[config.mk]
export PLATFORM = sky130hd
export DESIGN_NAME = packet_fifo
export DESIGN_NICKNAME = d
export VERILOG_FILES = /design/src/rtl/packet_pkg.sv /design/src/rtl/packet_fifo_mem.sv /design/src/rtl/packet_fifo.sv
export SDC_FILE = /design/constraint.sdc
export NUM_CORES = 1
export LEC_CHECK = 0
export CAP_MARGIN = 20
export CELL_PAD_IN_SITES_DETAIL_PLACEMENT = 0
export CELL_PAD_IN_SITES_GLOBAL_PLACEMENT = 2
export CORE_MARGIN = 2
export CORE_UTILIZATION = 41
export CTS_CLUSTER_DIAMETER = 40
export DETAILED_ROUTE_END_ITERATION = 8
export PLACE_DENSITY = 0.81
export SYNTH_ARGS = -nofsm -noshare
export SYNTH_HDL_FRONTEND = slang
export SYNTH_HIERARCHICAL = 1
export SYNTH_SLANG_ARGS = --single-unit
[constraint.sdc]
create_clock -name clk -period 4.7 [get_ports clk]
set_clock_uncertainty 0.15 [all_clocks]
set_input_delay 0.94 -clock clk [delete_from_list [all_inputs] [get_ports clk]]
set_output_delay 0.94 -clock clk [all_outputs]
set_load 0.02 [all_outputs]
[src/rtl/packet_pkg.sv]
// rtl/packet_pkg.sv - shared packet word type for the assembly, buffering and processing stages
package packet_pkg;

  typedef struct packed {
    logic [7:0] data;
    logic [3:0] tag;
  } packet_t;

  localparam int PKT_W = $bits(packet_t);

endpackage

[src/rtl/packet_fifo_mem.sv]
// rtl/packet_fifo_mem.sv - DEPTH x packet word register array, one write port, one async read port
module packet_fifo_mem
  import packet_pkg::*;
#(
  parameter int DEPTH = 4,
  parameter int AW    = $clog2(DEPTH)
) (
  input  logic             clk,
  input  logic             we,
  input  logic [AW-1:0]    waddr,
  input  logic [PKT_W-1:0] wdata,
  input  logic [AW-1:0]    raddr,
  output logic [PKT_W-1:0] rdata
);

  // Storage is deliberately left unreset; the pointers alone define validity.
  logic [PKT_W-1:0] mem [DEPTH];

  always_ff @(posedge clk) begin
    if (we) begin
      mem[waddr] <= wdata;
    end
  end

  assign rdata = mem[raddr];

endmodule

[src/rtl/packet_fifo.sv]
// rtl/packet_fifo.sv - show-ahead packet FIFO with flush; PACKET_FIFO_LEVEL_EN adds level/almost_full
module packet_fifo
  import packet_pkg::*;
#(
  parameter  int DEPTH = 4,
  localparam int AW    = $clog2(DEPTH)
) (
  input  logic             clk,
  input  logic             rst,
  input  logic             flush,
  input  logic             in_valid,
  output logic             in_ready,
  input  logic [PKT_W-1:0] in_pkt,
  output logic             out_valid,
  input  logic             out_ready,
  output logic [PKT_W-1:0] out_pkt
`ifdef PACKET_FIFO_LEVEL_EN
  ,
  output logic [AW:0]      level,
  output logic             almost_full
`endif
);

  localparam logic [AW:0] PTR_ONE = {{AW{1'b0}}, 1'b1};

  logic [AW:0] wr_ptr;
  logic [AW:0] rd_ptr;
  logic        empty;
  logic        full;
  logic        push;
  logic        pop;

  assign empty = (wr_ptr == rd_ptr);
  assign full  = (wr_ptr[AW-1:0] == rd_ptr[AW-1:0]) && (wr_ptr[AW] != rd_ptr[AW]);

  // Flags are gated by rst so nothing leaks out during the reset cycle itself.
  assign in_ready  = !full && !rst;
  assign out_valid = !empty && !rst;

  assign push = in_valid && in_ready;
  assign pop  = out_valid && out_ready;

  always_ff @(posedge clk) begin
    if (rst) begin
      wr_ptr <= '0;
      rd_ptr <= '0;
    end else if (flush) begin
      rd_ptr <= wr_ptr;
    end else begin
      if (push) begin
        wr_ptr <= wr_ptr + PTR_ONE;
      end
      if (pop) begin
        rd_ptr <= rd_ptr + PTR_ONE;
      end
    end
  end

  packet_fifo_mem #(
    .DEPTH (DEPTH),
    .AW    (AW)
  ) u_mem (
    .clk   (clk),
    .we    (push && !flush),
    .waddr (wr_ptr[AW-1:0]),
    .wdata (in_pkt),
    .raddr (rd_ptr[AW-1:0]),
    .rdata (out_pkt)
  );

`ifdef PACKET_FIFO_LEVEL_EN
  localparam logic [AW:0] AF_LEVEL = (AW + 1)'(DEPTH - 1);

  logic [AW:0] count;

  // Tracks wr_ptr - rd_ptr without needing the subtractor on the output path.
  always_ff @(posedge clk) begin
    if (rst || flush) begin
      count <= '0;
    end else begin
      case ({push, pop})
        2'b10:   count <= count + PTR_ONE;
        2'b01:   count <= count - PTR_ONE;
        default: count <= count;
      endcase
    end
  end

  assign level       = rst ? '0 : count;
  assign almost_full = !rst && (count >= AF_LEVEL);
`endif

endmodule

After elaboration in Yosys (flattened, before gate mapping) --
Memories as Yosys holds them, arrays and structs flattened. A register that Yosys moved wholly into a read port is not among the register bits. Cells that the tools add are included.
Storage, ports and cells: memories kept 1, RAM bits 48, word-level logic and storage cells 27, output and inout bits 14, register bits after elaboration 6, input port bits 17
Cells by class: bitwise operators 1, $add $sub $neg 2, multiplexer cells 6, reduce and logical (&&, ||, !) cells 12, equality and inequality tests 3
Memory list:
- u_mem.mem | words 4, width 12, read ports 1, clocked after memory_dff 1, write ports 1, RTL line packet_fifo_mem.sv:17 | logic [PKT_W-1:0] mem [DEPTH];
Operators by type and width (number):
- adder 3 x 1 -> 3 bit (second input constant) | 2
- logical AND 1 bit | 6
- two-way mux 3 bit | 2
- zero test 1 bit | 4
- two-way mux 2 bit | 2
- == test 3 bit | 1
- == test 2 bit | 1
- two-way mux 1 bit | 2
- AND reduction 2 bit | 1
- nonzero test 2 bit | 1
- inequality test 1 bit | 1
- NOT 1 bit | 1

Longest topological paths before layout --
Gate-level depths: netlist of the first run.
depth after elaboration 8, depth in mapped cells 4, gate-level depth less buffers 4

Cells and area by module --
Netlist of the first run, hierarchy kept.
Modules (own cells, without submodules):
- packet_fifo_mem | sequential area each 1441.4 sq um, cells an instance 66, area an instance 1766.7 sq um, instances 1
- packet_fifo | sequential area each 120.1 sq um, cells an instance 38, area an instance 399.1 sq um, instances 1

Worst setup path after synthesis of the first run --
No wires, ideal clock.
path type input to register, start input in_valid, end memory u_mem/mem[0][0] (netlist bit), enable pin, buffers on the path 0, data required time 4.151 ns, cell stages on the path 4, library setup time 0.399 ns, path slack 1.552 ns, data arrival time 2.599 ns, path through clkinv_1 -> a311oi_2 -> nor2b_1 -> nor3b_1
Between the ends: longest elaborated chain between the ends 4
RTL lines:
- start: declaration | RTL line packet_fifo.sv:11 | input logic in_valid,
- logical AND 1 bit | RTL line packet_fifo.sv:40 | assign push = in_valid && in_ready;
- logical AND 1 bit | RTL line packet_fifo.sv:64 | .we (push && !flush),
- two-way mux 1 bit | RTL line packet_fifo_mem.sv:20 | if (we) begin
- two-way mux 1 bit (not written as such) | RTL line packet_fifo_mem.sv:21 | mem[waddr] <= wdata;
- end: declaration | RTL line packet_fifo_mem.sv:17
Every way passes these cells.

Final worst setup path of the first run --
start input rst, end output in_ready
Between the ends: longest elaborated chain between the ends 2
RTL lines:
- start: declaration | RTL line packet_fifo.sv:9 | input logic rst,
- zero test 1 bit | RTL line packet_fifo.sv:37 | assign in_ready = !full && !rst;
- logical AND 1 bit | RTL line packet_fifo.sv:37
- end: declaration | RTL line packet_fifo.sv:12 | output logic in_ready,
Every way passes these cells.

==> results.md, run 1 <==
- Post-DP HPWL: 2.29 mm
- Starting Density: 42.4%
- Post-route cell area: 2650 um^2
- CP Class: in2out
- Cts hold-fix bufs: 0
- Max Clk Rate: 280 MHz
- # diodes: 0
- FF-to-FF End: u_mem/mem[1][3]
- Multi-input gate area: 574 um^2
- Row count: 26
- Final period util: 75.9%
- Syn avg cell area: 20.8 um^2
- Yosys cell types: 30
- Gr usage total: 12.6%
- # Post-CTS Setup Buffers: 0
- Clk_lat worst skew: 290 ps
- Worst reg-to-reg setup slack: 1690 ps
- Root buffer cell: clkbuf_8
- H-tree lvl count: 2
- Largest net degree at the start of global routing: 16
- Worst path arrival time: 2480 ps
- Synth area leaders: edfxtp_1 (67%), mux4_2 (10%), dfxtp_1 (5.5%)
- Overall power: 901 uW
- Outcome: complete, no violations
- Flip-flop and latch area: 1560 um^2
- Worst IR Drop VDD: 123 uV
- Max Root-Sink Buffers: 2
- Max-Cap Viols: 0
- Hold Crit Class: reg2reg
- IO buf count: 30
- Area of the mapped netlist: 2170 um^2
- Initial DRC count: 45
- Placement Cell Area: 2550 um^2
- Remaining antenna violation count: 0
- Min Tclk post-route: 3570 ps
- Routed Wire Length: 3.49 mm
- Clk sinks: 54
- FF-to-FF path depth: 4
- Die H: 76.7 um
- Least-Margin Pin Slew: 760 ps
- Ports: 31
- Setup_tns: 0 ps
- Slew Limit Fails: 0
- Synth-to-Final Area Change: 22.1%
- Yosys warns: 6
- Core footprint: 5110 um^2
- Crit start category: input port
- Worst setup path start: rst
- Hold Fails Final Rpt: 0
- Num CTS Buffers: 5
- DR WL/cell: 16.5 um
- LEAKAGE: 0.849 nW
- Vias in the first global route: 1,113
- Die area: 5880 um^2
- GRT overflow: 0
- Final setup viols: 0
- Resize count post-CTS: 0
- Crit-path max FO: 11
- Die width: 76.7 um
- First-pass GRT wire length: 5.60 mm
- Worst-path clk slew: 90 ps
- Area share of the largest cell type after synthesis: 66.6%
- Worst rel slew slack: 49.3%
- WHS: 425 ps
- Initial antenna violation count: 0
- 1st-pass router iterations: 4
- Critical Path RT: 3610 ps
- Critical Path End Type: output pin
- Gpl congestion: 0.690
- Nets: 159
- Layout cells sized above 1: 19.1%
- Reg2reg start: rd_ptr[1]
- Synthesized Nets: 123
- Mapped Cells: 104
- Via/cell ratio: 5.06
- FF+latch count, synth: 54
- Register area share after synthesis: 72.1%
- Pwr Density: 341 nW/um^2
- DRC viols: 0
- Fill cell total of the finished layout: 413
- CP endpoint: in_ready
- Vias: 1,067
- Cell taking the most area after synthesis: edfxtp_1
- TritonCTS clock tree: done
- Setup repair after global routing missed its margin: no
## critical path, stage by stage
cell             delay (ps)
clkdlybuf4s50_1         640
a31oi_1                 260
clkdlybuf4s50_1         640
## synthesized netlist by cell type (all sizes together)
library cell,number
edfxtp,48
mux4,12
dfxtp,6
xnor2,5
nor2,4
a211oi,3
buf,3
inv,3
a311oi,2
a31oi,2
and3b,2
ha,2
mux2i,2
a2111oi,1
a21oi,1
a31o,1
and3,1
and4,1
clkinv,1
nor2b,1
nor3b,1
o21bai,1
xor2,1
## metal layers
layer  global-route usage (%)  share of wire (%)
met1                     14.1                 41
met2                     22.9                 53
met3                     3.88                4.5
met4                     3.82                1.2
met5                        0                  0
## worst min-delay path by stage
stage               startpoint         to  slack [ps]  depth (start not counted)
floorplan            wr_ptr[2]  rd_ptr[2]         370                          2
global placement     wr_ptr[2]  rd_ptr[2]         410                          2
detailed placement   wr_ptr[2]  rd_ptr[2]         410                          2
CTS                  wr_ptr[2]  rd_ptr[2]         430                          2
global route         wr_ptr[2]  rd_ptr[2]         470                          2
finish               wr_ptr[2]  rd_ptr[2]         430                          2
## kinds of logic (layout without fill, tap and decap cells)
| family | Yosys count | in the layout | synth area share [%] |
|---|---|---|---|
| AO/OA/AOI/OAI | 11 | 11 | 5.43 |
| XOR/XNOR | 6 | 6 | 3.12 |
| adder cells (fa/ha/maj) | 2 | 2 | 1.16 |
| buffers and inverters | 7 | 44 | 1.62 |
| flip-flops | 54 | 54 | 72.1 |
| multiplexers | 14 | 14 | 13.7 |
| AND/OR/NAND/NOR | 10 | 10 | 2.83 |
## layout make-up
type                            count  share of cell area, %
Multi-Input combinational cell     43                   21.7
Clock inverter                      1                  0.189
Sequential cell                    54                   59.0
Tap cell                           70                   3.31
Inverter                            4                  0.568
Timing Repair Buffer               32                   11.9
Clock buffer                        7                   3.26
## placed cells by master (no fill, tap or decap), types with 3 or more instances in the layout
cell type,instances
edfxtp_1,48
clkdlybuf4s50_1,30
mux4_2,10
clkbuf_8,6
dfxtp_1,6
nor2_1,4
xnor2_1,3
## through the flow
step	worst slack [ps]	cells	util, %
2_1_floorplan	1550	104	-
3_3_place_gp	1170	203	50.0
3_5_place_dp	1130	203	50.0
4_1_cts	1110	211	51.8
5_1_grt	1010	211	51.8
6_report	1130	211	51.8
## power breakdown
group	leakage [nW]	switching (mW)	internal [mW]
Clock	0.0482	0.134	0.119
Combinational	0.318	0.0478	0.0586
Sequential	0.483	0.0112	0.530
Total	0.849	0.193	0.708
## registers in the layout (all words and copies together), names as in the netlist
register and count:
u_mem/mem 48, rd_ptr 3, wr_ptr 3
No activity file was read; power rests on OpenSTA's default activity.
==> run 2: changes to the inputs <==
CORE_UTILIZATION = 40   (was 41)
PLACE_DENSITY = 0.79   (was 0.81)
clock period = 3.5 ns   (was 4.7 ns; I/O delays follow)
==> results.md, run 2 (synthesized netlist as in run 1, its figures left out) <==
- Outcome: complete, no violations
- Die area: 6020 um^2 (+2.4%)
- Worst-path clk slew: 90 ps (about the same)
- Initial antenna violation count: 0 (unchanged)
- Crit-path max FO: 7 (-4)
- Setup repair after global routing missed its margin: no
- Sw power: 279 uW (+44%)
- FF-to-FF End: u_mem/mem[1][2]
- Gr usage total: 12.8% (+0.21 points)
- Post-route cell area: 2680 um^2 (+1.2%)
- Pwr Density: 455 nW/um^2 (+33%)
- Num CTS Buffers: 5 (unchanged)
- Most common cell after layout, fill and taps aside: edfxtp_1
- Clk_lat worst skew: 290 ps (about the same)
- Worst rel slew slack: 59.7% (+10 points)
- Vias in the first global route: 1,154 (+3.7%)
- Biggest register: u_mem/mem
- Synth-to-Final Area Change: 23.6%
- Dpl cells: 207 (+2.0%)
- DRC viols: 0 (unchanged)
- Nets: 163 (+2.5%)
- Starting Density: 41.9% (-0.53 points)
- Resize count post-CTS: 0 (unchanged)
- Slew Limit Fails: 0 (unchanged)
- Reg2reg start: rd_ptr[0]
- CP Class: reg2out
- Max Clk Rate: 333 MHz
- Routed Wire Length: 3.51 mm (+0.57%)
- Worst Hold Path EP: rd_ptr[2]
- Crit start category: flip-flop
- Setup_tns: 0 ps (unchanged)
- Commonest non-fill, non-tap cells in the layout: edfxtp_1 (48), clkdlybuf4s50_1 (30), mux4_2 (10)
- LEAKAGE: 0.866 nW (+2.0%)
- Critical Path RT: 2650 ps (-960 ps)
- Worst path arrival time: 2150 ps (-330 ps)
- Hold Path Stages: 2 (unchanged)
- 1st-pass router iterations: 4 (unchanged)
- H-tree lvl count: 2 (unchanged)
- Overall power: 1.22 mW (+35%)
- Hold Crit Class: reg2reg
- Flop pwr share: 59.2% (-0.9 points)
- Fill cell total of the finished layout: 420 (+1.7%)
- IO buf count: 30 (unchanged)
- First-pass GRT wire length: 5.82 mm (+4.1%)
- Max Root-Sink Buffers: 2 (unchanged)
- Placement Cell Area: 2580 um^2 (+1.2%)
- Switching Fraction: 22.9% (+1.5 points)
- Worst IR Drop VDD: 195 uV (+59%)
- Clock share of power: 28.2% (about the same)
- Final setup viols: 0 (unchanged)
- Hold Fails Final Rpt: 0 (unchanged)
- Layout cells sized above 1: 22.1% (+2.9 points)
- # diodes: 0 (unchanged)
- Hold path startpoint: wr_ptr[2]
- Worst reg-to-reg setup slack: 750 ps (-940 ps)
- TritonCTS clock tree: done
- Non-filler cells, final: 215 (+1.9%)
- Clk sinks: 54 (unchanged)
- Root buffer cell: clkbuf_8
- Post-DP HPWL: 2.51 mm (+10%)
- Comb power frac: 12.5% (+0.7 points)
- Largest net degree at the start of global routing: 19 (+3)
- Gpl congestion: 0.756 (+9.6%)
- WHS: 454 ps (+28.5 ps)
- Max-Cap Viols: 0 (unchanged)
- # Post-CTS Setup Buffers: 0 (unchanged)
- Die H: 77.6 um (+1.2%)
- Int Power: 938 uW (+33%)
- Core footprint: 5170 um^2 (+1.3%)
- Initial DRC count: 47 (+4.4%)
- DR WL/cell: 16.3 um (-1.3%)
- Via/cell ratio: 5.11 (+0.99%)
- Cts hold-fix bufs: 0 (unchanged)
- GRT overflow: 0 (unchanged)
- Die width: 77.6 um (+1.2%)
- FF-to-FF path depth: 5 (+1)
- Final period util: 85.7%
- Row count: 26 (unchanged)
- Min Tclk post-route: 3000 ps
- Critical Path End Type: output pin
- Vias: 1,098 (+2.9%)
- Ports: 31 (unchanged)
- Max FFs per register: 48 (unchanged)
- Least-Margin Pin Slew: 605 ps (-155 ps)
- Regs by FF count: u_mem/mem: 48 flops, rd_ptr: 3 flops, wr_ptr: 3 flops
- Remaining antenna violation count: 0 (unchanged)
[run 2: cell count changes in the layout (fill, tap and decap cells not counted), sizes merged]
| cell | previous run | this run |
|---|---|---|
| buf | 2 | 6 |
| clkbuf | 7 | 5 |
| clkinvlp | 0 | 1 |
| inv | 3 | 4 |
[run 2: routing by layer]
| layer | up-vias | share of wire [%] | GRT usage (%) |
|---|---|---|---|
| li1 | 508 | - | - |
| met1 | 562 | 43 | 15.3 |
| met2 | 26 | 53 | 22.5 |
| met3 | 2 | 3.9 | 3.49 |
| met4 | 0 | 0.66 | 3.75 |
| met5 | - | 0 | 0 |
[run 2: worst max-delay path by stage]
stage / start / slack, ps / cells after the start / endpoint
after global placement: in_valid / 510 / 5 / u_mem/mem[1][10]
after CTS: rd_ptr[0] / 460 / 3 / out_pkt[4]
after global routing: rd_ptr[0] / 400 / 3 / out_pkt[9]
final: rd_ptr[0] / 500 / 3 / out_pkt[4]
after detailed placement: in_valid / 390 / 5 / u_mem/mem[1][8]
after floorplan: in_valid / 590 / 4 / u_mem/mem[0][0]
[run 2: through the flow]
| stage | worst slack, ps | util [%] |
|---|---|---|
| floorplan | 592 | - |
| global placement | 513 | 50.0 |
| detailed placement | 386 | 50.0 |
| CTS | 455 | 51.8 |
| global route | 398 | 51.8 |
| finish | 501 | 51.8 |
[run 2: worst max-delay path, cell delays in order, from the launching register on]
cell and delay, ps:
dfxtp_1 520, buf_4 260, mux4_2 520, clkdlybuf4s50_1 550
[run 2: area by class of cell]
type / instances / area [um^2] / share of cell area, %
multi-input cells: 43 / 574 / 21.4
repair buffers: 36 / 345 / 12.9
inverters: 4 / 15.0 / 0.561
flip-flops and latches: 54 / 1560 / 58.3
clock inverters: 3 / 25.0 / 0.935
clock buffers: 5 / 68.8 / 2.57
well taps: 70 / 87.6 / 3.27
[run 2: power by group through the flow]
| stage | Combinational [mW] | Clock [mW] | Sequential [mW] |
|---|---|---|---|
| 2_1_floorplan | 0.0851 | 0 | 0.735 |
| 3_3_place_gp | 0.152 | 0 | 0.736 |
| 5_1_grt | 0.164 | 0.382 | 0.723 |
| 4_1_cts | 0.155 | 0.354 | 0.722 |
| 6_report | 0.153 | 0.344 | 0.721 |
| 3_5_place_dp | 0.155 | 0 | 0.737 |
